===== src/rtl/ibex_rf_wb_buffer_pkg.sv =====
// Shared types for the writeback buffer and the register file write side.
// rf_wr_t is one register file write: destination, data, enable.
package ibex_rf_wb_buffer_pkg;

  localparam int unsigned RfDataWidth = 32;

  typedef struct packed {
    logic [4:0]             addr;
    logic [RfDataWidth-1:0] data;
    logic                   we;
  } rf_wr_t;

  typedef enum logic {
    TrkIdle,
    TrkWait
  } trk_state_e;

  // Read address matches a live destination.
  function automatic logic rf_hit(input logic [4:0] raddr, input logic vld,
                                  input logic [4:0] waddr);
    return vld && (raddr == waddr);
  endfunction

endpackage


===== src/rtl/ibex_rf_wb_buffer_if.sv =====
// EX result, LSU load and register file write signals of the writeback buffer.
// The slave modport is the buffer; the master modport is its environment.
interface ibex_rf_wb_buffer_if #(
  parameter int unsigned DataWidth = 32
);
  logic                 ex_valid_i;
  logic                 ex_ready_o;
  logic [4:0]           ex_waddr_i;
  logic [DataWidth-1:0] ex_wdata_i;

  logic                 lsu_req_i;
  logic [4:0]           lsu_req_waddr_i;
  logic                 lsu_rvalid_i;
  logic [DataWidth-1:0] lsu_rdata_i;
  logic                 lsu_err_i;

  logic [4:0]           rf_waddr_o;
  logic [DataWidth-1:0] rf_wdata_o;
  logic                 rf_we_o;

  modport slave (
    input  ex_valid_i, ex_waddr_i, ex_wdata_i,
    input  lsu_req_i, lsu_req_waddr_i, lsu_rvalid_i, lsu_rdata_i, lsu_err_i,
    output ex_ready_o, rf_waddr_o, rf_wdata_o, rf_we_o
  );

  modport master (
    output ex_valid_i, ex_waddr_i, ex_wdata_i,
    output lsu_req_i, lsu_req_waddr_i, lsu_rvalid_i, lsu_rdata_i, lsu_err_i,
    input  ex_ready_o, rf_waddr_o, rf_wdata_o, rf_we_o
  );
endinterface


===== src/rtl/ibex_rf_wb_buffer.sv =====
// Merges EX results and load responses into the single register file write port.
// Loads win; a colliding EX result waits one slot in the hold register.
module ibex_rf_wb_buffer
  import ibex_rf_wb_buffer_pkg::*;
#(
  parameter bit          RV32E     = 1'b0,
  parameter int unsigned DataWidth = RfDataWidth
) (
  input  logic                clk_i,
  input  logic                rst_ni,
  ibex_rf_wb_buffer_if.slave  bus,
  input  logic [4:0]          raddr_a_i,
  input  logic [4:0]          raddr_b_i,
  output logic                hazard_a_o,
  output logic                hazard_b_o,
  output logic                busy_o
);

  trk_state_e           trk_state;
  logic [4:0]           pend_addr;
  logic                 pend_valid;

  rf_wr_t               out_q;
  rf_wr_t               hold_q;
  logic                 hold_valid;

  logic                 ex_acc;
  logic                 load_wr;
  logic [DataWidth-1:0] ex_data;
  logic [DataWidth-1:0] ld_data;
  rf_wr_t               ex_wr;
  rf_wr_t               ld_wr;

  assign pend_valid = (trk_state == TrkWait);
  assign ex_acc     = bus.ex_valid_i && !hold_valid;
  assign load_wr    = bus.lsu_rvalid_i && !bus.lsu_err_i;
  assign ex_data    = bus.ex_wdata_i;
  assign ld_data    = bus.lsu_rdata_i;

  // x0 travels through the pipe like any other result but never enables a write.
  assign ex_wr = '{addr: bus.ex_waddr_i, data: ex_data, we: bus.ex_waddr_i != 5'd0};
  assign ld_wr = '{addr: pend_addr,      data: ld_data, we: pend_addr != 5'd0};

  always_ff @(posedge clk_i or negedge rst_ni) begin
    if (!rst_ni) begin
      out_q      <= '0;
      hold_q     <= '0;
      hold_valid <= 1'b0;
    end else begin
      out_q.we <= 1'b0;
      if (load_wr) begin
        out_q <= ld_wr;
      end else if (hold_valid) begin
        out_q <= hold_q;
      end else if (ex_acc) begin
        out_q <= ex_wr;
      end

      // ex_acc implies the slot is empty, so capture and drain never overlap.
      if (ex_acc && load_wr) begin
        hold_q     <= ex_wr;
        hold_valid <= 1'b1;
      end else if (hold_valid && !load_wr) begin
        hold_valid <= 1'b0;
      end
    end
  end

  // At most one load is outstanding; a response may retire it while a new one issues.
  always_ff @(posedge clk_i or negedge rst_ni) begin
    if (!rst_ni) begin
      trk_state <= TrkIdle;
      pend_addr <= 5'd0;
    end else begin
      case (trk_state)
        TrkIdle: begin
          if (bus.lsu_req_i) begin
            trk_state <= TrkWait;
            pend_addr <= bus.lsu_req_waddr_i;
          end
        end
        TrkWait: begin
          if (bus.lsu_req_i) begin
            pend_addr <= bus.lsu_req_waddr_i;
          end else if (bus.lsu_rvalid_i) begin
            trk_state <= TrkIdle;
          end
        end
        default: trk_state <= TrkIdle;
      endcase
    end
  end

  assign bus.ex_ready_o = !hold_valid;
  assign bus.rf_waddr_o = out_q.addr;
  assign bus.rf_wdata_o = out_q.data;
  assign bus.rf_we_o    = out_q.we;

  assign hazard_a_o = (raddr_a_i != 5'd0) &&
                      (rf_hit(raddr_a_i, pend_valid, pend_addr) ||
                       rf_hit(raddr_a_i, hold_valid, hold_q.addr) ||
                       rf_hit(raddr_a_i, out_q.we, out_q.addr));
  assign hazard_b_o = (raddr_b_i != 5'd0) &&
                      (rf_hit(raddr_b_i, pend_valid, pend_addr) ||
                       rf_hit(raddr_b_i, hold_valid, hold_q.addr) ||
                       rf_hit(raddr_b_i, out_q.we, out_q.addr));

  assign busy_o = hold_valid || pend_valid || out_q.we;

  a_req_while_wait: assert property (@(posedge clk_i) disable iff (!rst_ni)
    !(bus.lsu_req_i && pend_valid && !bus.lsu_rvalid_i));
  a_rvalid_while_idle: assert property (@(posedge clk_i) disable iff (!rst_ni)
    !(bus.lsu_rvalid_i && !pend_valid));
  a_no_x0_write: assert property (@(posedge clk_i) disable iff (!rst_ni)
    !(bus.rf_we_o && (bus.rf_waddr_o == 5'd0)));

  if (RV32E) begin : g_rv32e_chk
    a_ex_addr_e: assert property (@(posedge clk_i) disable iff (!rst_ni)
      !(bus.ex_valid_i && bus.ex_waddr_i[4]));
    a_ld_addr_e: assert property (@(posedge clk_i) disable iff (!rst_ni)
      !(bus.lsu_req_i && bus.lsu_req_waddr_i[4]));
  end

endmodule


===== src/flat_wrapper.sv =====
// flat-port wrapper written by rule: the top's interface ports become plain ports
module ibex_rf_wb_buffer_flat import ibex_rf_wb_buffer_pkg::*;
#(
  parameter bit          RV32E     = 1'b0,
  parameter int unsigned DataWidth = RfDataWidth
)
  (clk_i, rst_ni, raddr_a_i, raddr_b_i, hazard_a_o, hazard_b_o, busy_o, bus_ex_valid_i, bus_ex_waddr_i, bus_ex_wdata_i, bus_lsu_req_i, bus_lsu_req_waddr_i, bus_lsu_rvalid_i, bus_lsu_rdata_i, bus_lsu_err_i, bus_ex_ready_o, bus_rf_waddr_o, bus_rf_wdata_o, bus_rf_we_o);
  ibex_rf_wb_buffer_if #(.DataWidth(DataWidth)) bus_i ();
  input  logic clk_i;
  input  logic rst_ni;
  input  logic [4:0] raddr_a_i;
  input  logic [4:0] raddr_b_i;
  output logic hazard_a_o;
  output logic hazard_b_o;
  output logic busy_o;
  input wire logic [$bits(bus_i.ex_valid_i)-1:0] bus_ex_valid_i;
  input wire logic [$bits(bus_i.ex_waddr_i)-1:0] bus_ex_waddr_i;
  input wire logic [$bits(bus_i.ex_wdata_i)-1:0] bus_ex_wdata_i;
  input wire logic [$bits(bus_i.lsu_req_i)-1:0] bus_lsu_req_i;
  input wire logic [$bits(bus_i.lsu_req_waddr_i)-1:0] bus_lsu_req_waddr_i;
  input wire logic [$bits(bus_i.lsu_rvalid_i)-1:0] bus_lsu_rvalid_i;
  input wire logic [$bits(bus_i.lsu_rdata_i)-1:0] bus_lsu_rdata_i;
  input wire logic [$bits(bus_i.lsu_err_i)-1:0] bus_lsu_err_i;
  output wire logic [$bits(bus_i.ex_ready_o)-1:0] bus_ex_ready_o;
  output wire logic [$bits(bus_i.rf_waddr_o)-1:0] bus_rf_waddr_o;
  output wire logic [$bits(bus_i.rf_wdata_o)-1:0] bus_rf_wdata_o;
  output wire logic [$bits(bus_i.rf_we_o)-1:0] bus_rf_we_o;
  assign bus_i.ex_valid_i = bus_ex_valid_i;
  assign bus_i.ex_waddr_i = bus_ex_waddr_i;
  assign bus_i.ex_wdata_i = bus_ex_wdata_i;
  assign bus_i.lsu_req_i = bus_lsu_req_i;
  assign bus_i.lsu_req_waddr_i = bus_lsu_req_waddr_i;
  assign bus_i.lsu_rvalid_i = bus_lsu_rvalid_i;
  assign bus_i.lsu_rdata_i = bus_lsu_rdata_i;
  assign bus_i.lsu_err_i = bus_lsu_err_i;
  assign bus_ex_ready_o = bus_i.ex_ready_o;
  assign bus_rf_waddr_o = bus_i.rf_waddr_o;
  assign bus_rf_wdata_o = bus_i.rf_wdata_o;
  assign bus_rf_we_o = bus_i.rf_we_o;
  ibex_rf_wb_buffer #(.RV32E(RV32E), .DataWidth(DataWidth)) u_core (.clk_i(clk_i), .rst_ni(rst_ni), .bus(bus_i), .raddr_a_i(raddr_a_i), .raddr_b_i(raddr_b_i), .hazard_a_o(hazard_a_o), .hazard_b_o(hazard_b_o), .busy_o(busy_o));
endmodule

===== config.mk =====
export PLATFORM = sky130hd
export DESIGN_NAME = ibex_rf_wb_buffer_flat
export DESIGN_NICKNAME = d
export VERILOG_FILES = /design/src/rtl/ibex_rf_wb_buffer_pkg.sv /design/src/rtl/ibex_rf_wb_buffer_if.sv /design/src/rtl/ibex_rf_wb_buffer.sv /design/src/flat_wrapper.sv
export SDC_FILE = /design/constraint.sdc
export NUM_CORES = 1
export LEC_CHECK = 0
export CAP_MARGIN = 40
export CORE_UTILIZATION = 40
export DETAILED_ROUTE_END_ITERATION = 10
export PLACE_DENSITY = 0.71
export SYNTH_ARGS = -nofsm -noshare
export SYNTH_HDL_FRONTEND = slang
export SYNTH_SLANG_ARGS = --single-unit
export TNS_END_PERCENT = 30

===== constraint.sdc =====
create_clock -name clk_i -period 2.3 [get_ports clk_i]
set_clock_uncertainty 0.2 [all_clocks]
set_input_delay 0.23 -clock clk_i [delete_from_list [all_inputs] [get_ports clk_i]]
set_output_delay 0.23 -clock clk_i [all_outputs]
set_load 0.005 [all_outputs]

Yosys cells after proc, flatten, opt, wreduce, memory -nomap -nowiden:

Index checks and enable logic that the tools add are counted.

* output and inout bits: 42
* flip-flop bits (word level): 83

* multiplexer cells: 10
* reductions and logical operators: 27
* equality and inequality tests: 6
* bitwise gates (word level): 1

Operators by type and width (number)
* 2-to-1 mux 38 bit: 3
* equality test 5 bit: 6
* nonzero test 5 bit: 4
* logical AND 1 bit: 12
* logical OR 1 bit: 6
* 2-to-1 mux 1 bit: 5
* 2-to-1 mux 5 bit: 1
* logical NOT 1 bit: 3
* nonzero test 3 bit: 1
* one-hot mux 1 bit (2 select lines): 1
* nonzero test 2 bit: 1
* inverter 1 bit: 1

Longest topological paths before layout:

* depth after elaboration: 6
* depth in mapped cells: 7
* depth with buffers taken out: 4

Worst setup path after synthesis:

OpenSTA, ideal clock, no wires.

* path kind: input to register
* start point: in bus_lsu_err_i
* end point: reg u_core.hold_q[24] in the netlist's numbering
* path buffers: 3
* slack: 0.639 ns
* stages: 6
* arrival time: 1.333 ns
* cells stage by stage: nand2b_1 buf_2 nor3b_4 buf_6 buf_6 mux2_1

* word-level cells in the longest chain between the ends: 3

RTL lines
* start, declared: RTL line flat_wrapper.sv:23 `input wire logic [$bits(bus_i.lsu_err_i)-1:0] bus_lsu_err_i;`
* logical NOT 1 bit: RTL line ibex_rf_wb_buffer.sv:36 `assign load_wr = bus.lsu_rvalid_i && !bus.lsu_err_i;`
* logical AND 1 bit: RTL line ibex_rf_wb_buffer.sv:36
* logical AND 1 bit: RTL line ibex_rf_wb_buffer.sv:60 `if (ex_acc && load_wr) begin`
* end signal, assigned: RTL line ibex_rf_wb_buffer.sv:61 `hold_q <= ex_wr;`
* end, declared: RTL line ibex_rf_wb_buffer.sv:24 `rf_wr_t hold_q;`

Every way passes these cells.
A chain may end at the register's enable or synchronous reset.

Final worst setup path:

* start point: reg u_core.pend_addr[4]
* end point: out hazard_a_o

* word-level cells in the longest chain between the ends: 5

RTL lines
* start, declared: RTL line ibex_rf_wb_buffer.sv:20 `logic [4:0] pend_addr;`
* start signal, assigned: RTL line ibex_rf_wb_buffer.sv:79 `pend_addr <= bus.lsu_req_waddr_i;`
* start signal, assigned: RTL line ibex_rf_wb_buffer.sv:84 `pend_addr <= bus.lsu_req_waddr_i;`
* equality test 5 bit: RTL line ibex_rf_wb_buffer_pkg.sv:21 `return vld && (raddr == waddr);`
* logical AND 1 bit: RTL line ibex_rf_wb_buffer_pkg.sv:21
* logical OR 1 bit: RTL line ibex_rf_wb_buffer.sv:100 `(rf_hit(raddr_a_i, pend_valid, pend_addr) ||`
* logical OR 1 bit: RTL line ibex_rf_wb_buffer.sv:101 `rf_hit(raddr_a_i, hold_valid, hold_q.addr) ||`
* logical AND 1 bit: RTL line ibex_rf_wb_buffer.sv:99 `assign hazard_a_o = (raddr_a_i != 5'd0) &&`
* end, declared: RTL line flat_wrapper.sv:13 `output logic hazard_a_o;`

Every way passes these cells.

==> results.sh <==
export IMPL_h_tree_depth=3
export IMPL_worst_setup_path_end_kind="output port"
export IMPL_status="complete, no violations"
export IMPL_startpoint_type="register"
export IMPL_synth_most_common_cell="dfrtp_1"
export IMPL_syn_area_per_cell_um2=10.9
export IMPL_num_vias=3543
export IMPL_vias_per_cell=5.47
export IMPL_wl_um=10800
export IMPL_overflow=0
export IMPL_initial_core_util_pct=41.3
export IMPL_final_core_util_pct=59.7
export IMPL_drt_pass1_iterations=4
export IMPL_hpwl_um=7730
export IMPL_diodes=0
export IMPL_synth_cell_types=31
export IMPL_die_w_um=103
export IMPL_hold_path_class="primary input to async pin"
export IMPL_power_w=0.00396
export IMPL_r2r_slack_ns=0.54
export IMPL_synthesis_instances=371
export IMPL_final_period_utilization_pct=95.3
export IMPL_yosysTopAreaCellShare_pct=51.2
export IMPL_clock_root_buffer="clkbuf_8"
export IMPL_coreArea_um2=9820
export IMPL_cts_made_buffers=9
export IMPL_drv_slew=0
export IMPL_reg2reg_to="u_core.hold_q[10]$_DFFE_PN0P_"
export IMPL_dr_first_iter_drc_count=132
export IMPL_synth_async_sr_flop_share_pct=100
export IMPL_synth_nets=461
export IMPL_drive_gt1_share_pct=17.1
export IMPL_cts_reportedPaths_clkPinSlew_ns=0.09
export IMPL_die_area_um2=10500
export IMPL_vdd_drop_max_mv=0.503
export IMPL_yosys_top_cells_count="83 x dfrtp_1, 42 x nor2_1, 38 x a21oi_1, 36 x o22ai_1, 36 x o2bb2ai_1"
export IMPL_rr_startpoint="u_core.hold_valid$_DFFE_PN0P_"
export IMPL_place_area_um2=5580
export IMPL_insertion_delay_ns=0.34
export IMPL_ys_flop_type="dfrtp_1"
export IMPL_tightest_slew_ns=0.442
export IMPL_rsz0062_at_grt="no"
export IMPL_tritoncts="yes"
export IMPL_drc=0
export IMPL_synthTopCellsByArea="dfrtp_1 51%, mux2_2 9.4%, o2bb2ai_1 7.8%"
export IMPL_chipHeight_um=103
export IMPL_setup_violations_final=0
export IMPL_crit_type="register to output port"
export IMPL_synth_edf_count=0
export IMPL_gr_usage_all_layers_pct=21.3
export IMPL_ios=132
export IMPL_nets=600
export IMPL_syn_area_um2=4060
export IMPL_synth_top_area_cell="dfrtp_1"
export IMPL_relSlewSlack_pct=70.5
export IMPL_cap_violations=0
export IMPL_cp_required_ns=1.87
export IMPL_period_minus_slack_ns=2.19
export IMPL_placementRows=36
export IMPL_gp_congestion=0.840
export IMPL_stdcell_area_um2=5860
export IMPL_wl_per_cell_um=16.7
export IMPL_yosys_register_bits=83
export IMPL_io_buffers=131
export IMPL_crit_arrival_ns=1.76
export IMPL_power_density_nw_per_um2=675
export IMPL_finalHoldViolCount=0
export IMPL_p_leak_nw=2.32
export IMPL_grt_max_degree=80
export IMPL_max_freq_mhz=456
export IMPL_antenna_found_initial=0
export IMPL_r2r_worst_path_cells=3
export IMPL_first_global_vias=3506
export IMPL_n_fill_cell=831
export IMPL_cts_buffer_depth=2
export IMPL_grt_pass1_wl_um=17300
export IMPL_flow_area_growth_from_synthesis_pct=44.6
export IMPL_yosys_warnings=0
export IMPL_cts_sinks=83
export IMPL_ys_seq_area_share_pct=51.2
export IMPL_critPathMaxFanout=5
export IMPL_antenna_left=0
## report_power, final
part | switching [W] | internal, W | total, W
clock | 0.000564 | 0.000544 | 0.00111
sequential | 0.000174 | 0.00170 | 0.00187
combinational | 0.000373 | 0.000603 | 0.000975
total | 0.00111 | 0.00285 | 0.00396
## through the flow
stage | setup slack [ns] | hold WS, ns | instances | TNS, ns
finish | 0.108 | 0.0685 | 648 | 0
global route | 0.00860 | 0.0832 | 648 | 0
CTS | -0.135 | 0.0686 | 647 | -0.135
detailed placement | -0.118 | -0.103 | 626 | -0.198
global placement | -0.0671 | -0.104 | 626 | -0.0848
floorplan | 0.639 | -0.266 | 371 | 0
## routing by layer
layer / global-route usage, % / up-vias / part of all wire [%]
met1: 27.8 / 1760 / 44
li1: - / 1657 / -
met2: 36.6 / 112 / 50
met3: 3.53 / 14 / 4.8
met4: 5.82 / 0 / 1.1
met5: 0 / - / 0
## layout make-up
class | instances | area [um^2] | share of cell area [%]
inverter | 2 | 7.51 | 0.128
sequential | 83 | 2090 | 35.6
timing repair buffer | 157 | 1550 | 26.4
clock buffer | 10 | 138 | 2.35
tap | 133 | 166 | 2.84
multi-input combinational | 257 | 1850 | 31.5
clock inverter | 6 | 71.3 | 1.22
## flip-flops by register name, indices dropped and copies added, names as in the netlist
register	cells
u_core.bus.rf_waddr_o	5
u_core.bus.rf_wdata_o	32
u_core.bus.rf_we_o	1
u_core.hold_q	38
u_core.hold_valid	1
u_core.pend_addr	5
u_core.pend_valid	1
## what timing repair did
action | CTS | global route
pin swaps | 2 | 2
hold buffers | 1 | 0
setup buffers | 4 | 1
gates resized for setup | 7 | 3
endpoints found under the setup margin | 2 | 1
endpoints found under the hold margin | 83 | 0
## cells in the final DEF, fill, tap and decap left out, types with 3 or more instances in the layout
master,netlist,final
clkdlybuf4s50_1,0,128
dfrtp_1,83,76
nor2_1,42,42
a21oi_1,38,38
o2bb2ai_1,36,36
o22ai_1,36,36
mux2_2,34,34
xor2_1,24,24
buf_4,2,23
clkbuf_8,0,10
mux2_1,8,8
dfrtp_2,0,7
nand2_1,6,6
xnor2_1,6,6
nor4_1,6,4
or4_1,3,3
nand3_1,3,3
nand4_1,3,3
inv_6,0,3
buf_12,0,3
## critical path, stage by stage, from the launching register on
cell,delay [ns]
dfrtp_2,0.47
xor2_1,0.18
nor4_1,0.27
a32oi_1,0.13
a21oi_1,0.13
dlygate4sd2_1,0.24
## worst max path at each step
stage	start	to	slack, ns	cells after the start
after floorplan	bus_lsu_err_i	u_core.hold_q[24]$_DFFE_PN0P_	0.64	6
after global placement	raddr_a_i[0]	hazard_a_o	-0.07	6
after detailed placement	raddr_a_i[0]	hazard_a_o	-0.12	6
after CTS	u_core.hold_q[37]$_DFFE_PN0P_	hazard_b_o	-0.14	5
after global routing	u_core.hold_q[35]$_DFFE_PN0P_	hazard_a_o	0.009	5
final	u_core.pend_addr[4]$_DFFE_PN0P_	hazard_a_o	0.11	5
## kinds of logic (layout without fill, tap and decap cells)
| group | after synthesis | count (layout) | synth area share [%] |
|---|---|---|---|
| buf+inv | 31 | 175 | 3.58 |
| xor+xnor | 30 | 30 | 6.48 |
| mux | 42 | 42 | 11.7 |
| flops | 83 | 83 | 51.2 |
| compound gates | 117 | 117 | 19.3 |
| simple gates | 68 | 68 | 7.81 |
(Power assumes the default switching activity.)
==> edit 1 (same flow settings) <==
Change the package constant `RfDataWidth` from 32 to 48.
--- a/src/rtl/ibex_rf_wb_buffer_pkg.sv
+++ b/src/rtl/ibex_rf_wb_buffer_pkg.sv
@@ -2,7 +2,7 @@
 // rf_wr_t is one register file write: destination, data, enable.
 package ibex_rf_wb_buffer_pkg;
 
-  localparam int unsigned RfDataWidth = 32;
+  localparam int unsigned RfDataWidth = 48;
 
   typedef struct packed {
     logic [4:0]             addr;
Ports: changed (resized bus_ex_wdata_i, bus_lsu_rdata_i and bus_rf_wdata_o); port bits go from 132 to 180. No check against the original RTL was run, so the function may have changed too.
==> edit 1 against the unedited design <==
- routed wire length rose by 40%
- design area grew 38%
- sequential power up 39%
- die area is 35% higher
- setup slack lost 45 ps
- sequential cell count increased by 32
- area after synthesis increased by 35%
- total power is 64% higher
- critical path type unchanged
- largest power group is now the clock network
==> edit 1: results (changes against the unedited design) <==
run status=complete, no violations (unchanged); Switching Share=0.244 (was 0.281); Static Leak=0.00324 uW (was 0.00232 uW); length in cells of the worst reg-to-reg path=5 (was 3); DRT iter0 DRCs=204 (was 132); count of buffers inserted at the top-level ports=179 (was 131); number of different library cells in the post-synthesis netlist=30 (was 31); register-to-register path setup slack=190 ps (was 540 ps); clock power share=0.408 (was 0.280); Hold WC Path Type=in -> reg (was in -> async); top area cells in the synthesized netlist=sky130_fd_sc_hd__dfrtp_1, sky130_fd_sc_hd__mux2_1, sky130_fd_sc_hd__o2bb2ai_1, sky130_fd_sc_hd__o22ai_1, sky130_fd_sc_hd__a21oi_1 (was sky130_fd_sc_hd__dfrtp_1, sky130_fd_sc_hd__mux2_2, sky130_fd_sc_hd__o2bb2ai_1, sky130_fd_sc_hd__o22ai_1, sky130_fd_sc_hd__xor2_1); worst slack after detailed placement=-167 ps (was -118 ps); longest individual stage delay on the worst path=420 ps (was 470 ps); clock latency on the worst-skew pair=410 ps (was 340 ps); share of final-layout standard cells stronger than drive strength 1=0.101 (was 0.171); first-pass GRT wire length=24,400 um (was 17,300 um); vias in the first global route=4,958 (was 3,506); CP max FO=4 (was 5); number of flip-flops in the largest register=54 (was 38); cell area after placement=7460 sq um (was 5580 sq um); IR Drop Worst-Case VDD=0.000473 V (was 0.000503 V); Data arrival, critical path=1810 ps (was 1760 ps); pin count of the biggest net entering global routing=116 (was 80); register area share after synthesis=0.524 (was 0.512); Clk Tree Root Cell=sky130_fd_sc_hd__clkbuf_16 (was sky130_fd_sc_hd__clkbuf_8); synth cell count leaders=sky130_fd_sc_hd__dfrtp_1, sky130_fd_sc_hd__nor2_1, sky130_fd_sc_hd__a21oi_1 (unchanged)
[edit 1: layout make-up]
class | instances | area [sq um] | share of cell area
sequential | 115 | 2890 | 0.356
clock inverter | 3 | 65.1 | 0.00802
tap | 176 | 220 | 0.0271
inverter | 2 | 7.51 | 0.000925
clock buffer | 28 | 537 | 0.0661
timing repair buffer | 201 | 2000 | 0.246
multi-input combinational | 336 | 2400 | 0.296
[edit 1: what timing repair did]
item,4_1_cts,5_1_grt
pin swaps,6,1
setup buffers,3,3
hold buffers,1,0
resized for setup,8,1
endpoints found under the setup margin,3,2
endpoints found under the hold margin,115,0
cloned,0,0
[edit 1: worst max path at each step]
stage | to | startpoint | depth (start not counted) | slack (ps)
after floorplan | busy_o | u_core.hold_valid | 4 | 680
final | hazard_b_o | u_core.pend_addr[3] | 6 | 60
after global placement | hazard_a_o | raddr_a_i[0] | 6 | -80
after global routing | hazard_b_o | u_core.hold_q[52] | 5 | -0.5
after detailed placement | hazard_a_o | raddr_a_i[0] | 6 | -170
after CTS | hazard_b_o | u_core.pend_addr[3] | 6 | -9
[edit 1: cells by family (layout without fill, tap and decap cells)]
kind of cell              after synthesis  in the layout  share of synthesized area
xor gates and xnor gates               30             30                     0.0478
AOI/OAI and AO/OA                     167            167                      0.203
and+or+nand+nor                        81             81                     0.0663
muxes                                  58             58                      0.119
DFF                                   115            115                      0.524
buffers and inverters                  44            234                     0.0403
[edit 1: routing by layer]
metal  vias to the layer above  GRT usage  wire length, um
met5                         -          0                0
met4                         0      0.104              423
met3                        38     0.0661             1040
met2                       164      0.360             7370
met1                      2323      0.266             6290
li1                       2201          -                -
[edit 1: per-stage QoR]
stage	instances	hold WS, ps
6_report	861	162
5_1_grt	861	174
4_1_cts	858	146
3_5_place_dp	823	171
3_3_place_gp	823	163
2_1_floorplan	495	-266
==> edit 2 (same settings) <==
Without the edit above. Reset style: synchronous (`rst_ni`), changed in 2 clocked blocks.
--- a/src/rtl/ibex_rf_wb_buffer.sv
+++ b/src/rtl/ibex_rf_wb_buffer.sv
@@ -41,7 +41,7 @@
   assign ex_wr = '{addr: bus.ex_waddr_i, data: ex_data, we: bus.ex_waddr_i != 5'd0};
   assign ld_wr = '{addr: pend_addr,      data: ld_data, we: pend_addr != 5'd0};
 
-  always_ff @(posedge clk_i or negedge rst_ni) begin
+  always_ff @(posedge clk_i) begin
     if (!rst_ni) begin
       out_q      <= '0;
       hold_q     <= '0;
@@ -67,7 +67,7 @@
   end
 
   // At most one load is outstanding; a response may retire it while a new one issues.
-  always_ff @(posedge clk_i or negedge rst_ni) begin
+  always_ff @(posedge clk_i) begin
     if (!rst_ni) begin
       trk_state <= TrkIdle;
       pend_addr <= 5'd0;
Formal check against the unedited RTL: differs if rst_ni is asserted again (counterexample within 4 cycles, from zero or initial values and one cycle with rst_ni low); with rst_ni held inactive, the same outputs for 10 cycles.
==> edit 2 against the unedited design <==
- setup slack improved by 37 ps
- synthesized cell count increased by 34%
- routed wire length increased by 10%
- non-clock buffer count decreased by 4
- sequential power decreased by 14%
- area after synthesis decreased by 1.6%
- combinational power decreased by 31%
- design area decreased by 2.6%
- total power decreased by 10%
- count of clock-buffer cells in the layout increased by 2
- sequential share of layout area decreased by 6.3 points
- sequential cell count unchanged
- largest cell class is now multi-input combinational cells
==> edit 2: results (changes against the unedited design) <==
IR Drop Worst-Case VDD=0.000334 V (was 0.000503 V); synthesized net count=587 (was 461); DP HPWL=8420 um (was 7730 um); Avg Inst Size Synth=8.03 sq um (was 10.9 sq um); slew margin rel.=0.700 (was 0.705); register-to-register path setup slack=590 ps (was 540 ps); post-synthesis xor/xnor area fraction=0.0658 (was 0.0648); Reg2Reg Capture Point=u_core.bus.rf_wdata_o[14] (was u_core.hold_q[10]); worst slack after detailed placement=-203 ps (was -118 ps); Hold WC Path Type=in -> reg (was in -> async); clock power share=0.360 (was 0.280); share of final-layout standard cells stronger than drive strength 1=0.0787 (was 0.171); DRT iter0 DRCs=133 (was 132); first-pass GRT wire length=19,100 um (was 17,300 um); Data arrival, critical path=1720 ps (was 1760 ps); run status=complete, no violations (unchanged); flip-flop and latch area=1670 sq um (was 2090 sq um); longest individual stage delay on the worst path=370 ps (was 470 ps); top area cells in the synthesized netlist=sky130_fd_sc_hd__dfxtp_1, sky130_fd_sc_hd__nand2_1, sky130_fd_sc_hd__o221ai_1, sky130_fd_sc_hd__xor2_1, sky130_fd_sc_hd__a21oi_1 (was sky130_fd_sc_hd__dfrtp_1, sky130_fd_sc_hd__mux2_2, sky130_fd_sc_hd__o2bb2ai_1, sky130_fd_sc_hd__o22ai_1, sky130_fd_sc_hd__xor2_1); register area share after synthesis=0.416 (was 0.512); Post-synth ARST share=0 (was 1.00); number of different library cells in the post-synthesis netlist=34 (was 31); Post-CTS Resized=13 (was 7); FF-to-FF Start=u_core.hold_valid (unchanged); Crit. Startpoint=u_core.pend_addr[1] (was u_core.pend_addr[4]); cell internal power dissipation=2670 uW (was 2850 uW); part of the total power dissipated in combinational logic=0.189 (was 0.246); master of the slowest instance on the critical path=sky130_fd_sc_hd__dfxtp_4 (was sky130_fd_sc_hd__dfrtp_2); area fraction in compound gates after synthesis=0.255 (was 0.193); gpl congestion=0.807 (was 0.840); # placed instances=740 (was 626); proportion of synthesized area in mux cells=0.0125 (was 0.117); post-CTS setup buffers=0 (was 4); cell family with most CP delay=simple AND/OR/NAND/NOR gates (was flip-flops); cell area after placement=5440 sq um (was 5580 sq um); gr usage total=0.235 (was 0.213); Avg WL per Cell=15.7 um (was 16.7 um); Final nets=708 (was 600); detailed-route via count=4,003 (was 3,543)
## edit 2: kinds of logic after synthesis
logic type / after synthesis
buffers and inverters: 44
DFF: 83
xor gates and xnor gates: 30
AOI/OAI and AO/OA: 152
and+or+nand+nor: 183
muxes: 5
## edit 2: routing by layer
layer,vias to the layer above,global-route usage,part of all wire
met5,-,0,0
met1,1849,0.298,0.45
li1,1980,-,-
met3,26,0.0622,0.072
met4,0,0.0934,0.022
met2,148,0.380,0.46
## edit 2: layout make-up
type | count | share of cell area
Clock buffer | 12 | 0.0254
Clock inverter | 4 | 0.0171
Inverter | 1 | 0.000658
Multi-Input combinational cell | 370 | 0.373
Sequential cell | 83 | 0.293
Tap cell | 133 | 0.0292
Timing Repair Buffer | 153 | 0.261
## edit 2: worst register-to-register path: cells and delay by family, from the launching register on
kind | cells | cell delay [ps]
AO/OA/AOI/OAI | 2 | 260
AND/OR/NAND/NOR | 2 | 470
flip-flops | 1 | 400
buffers and inverters | 1 | 280
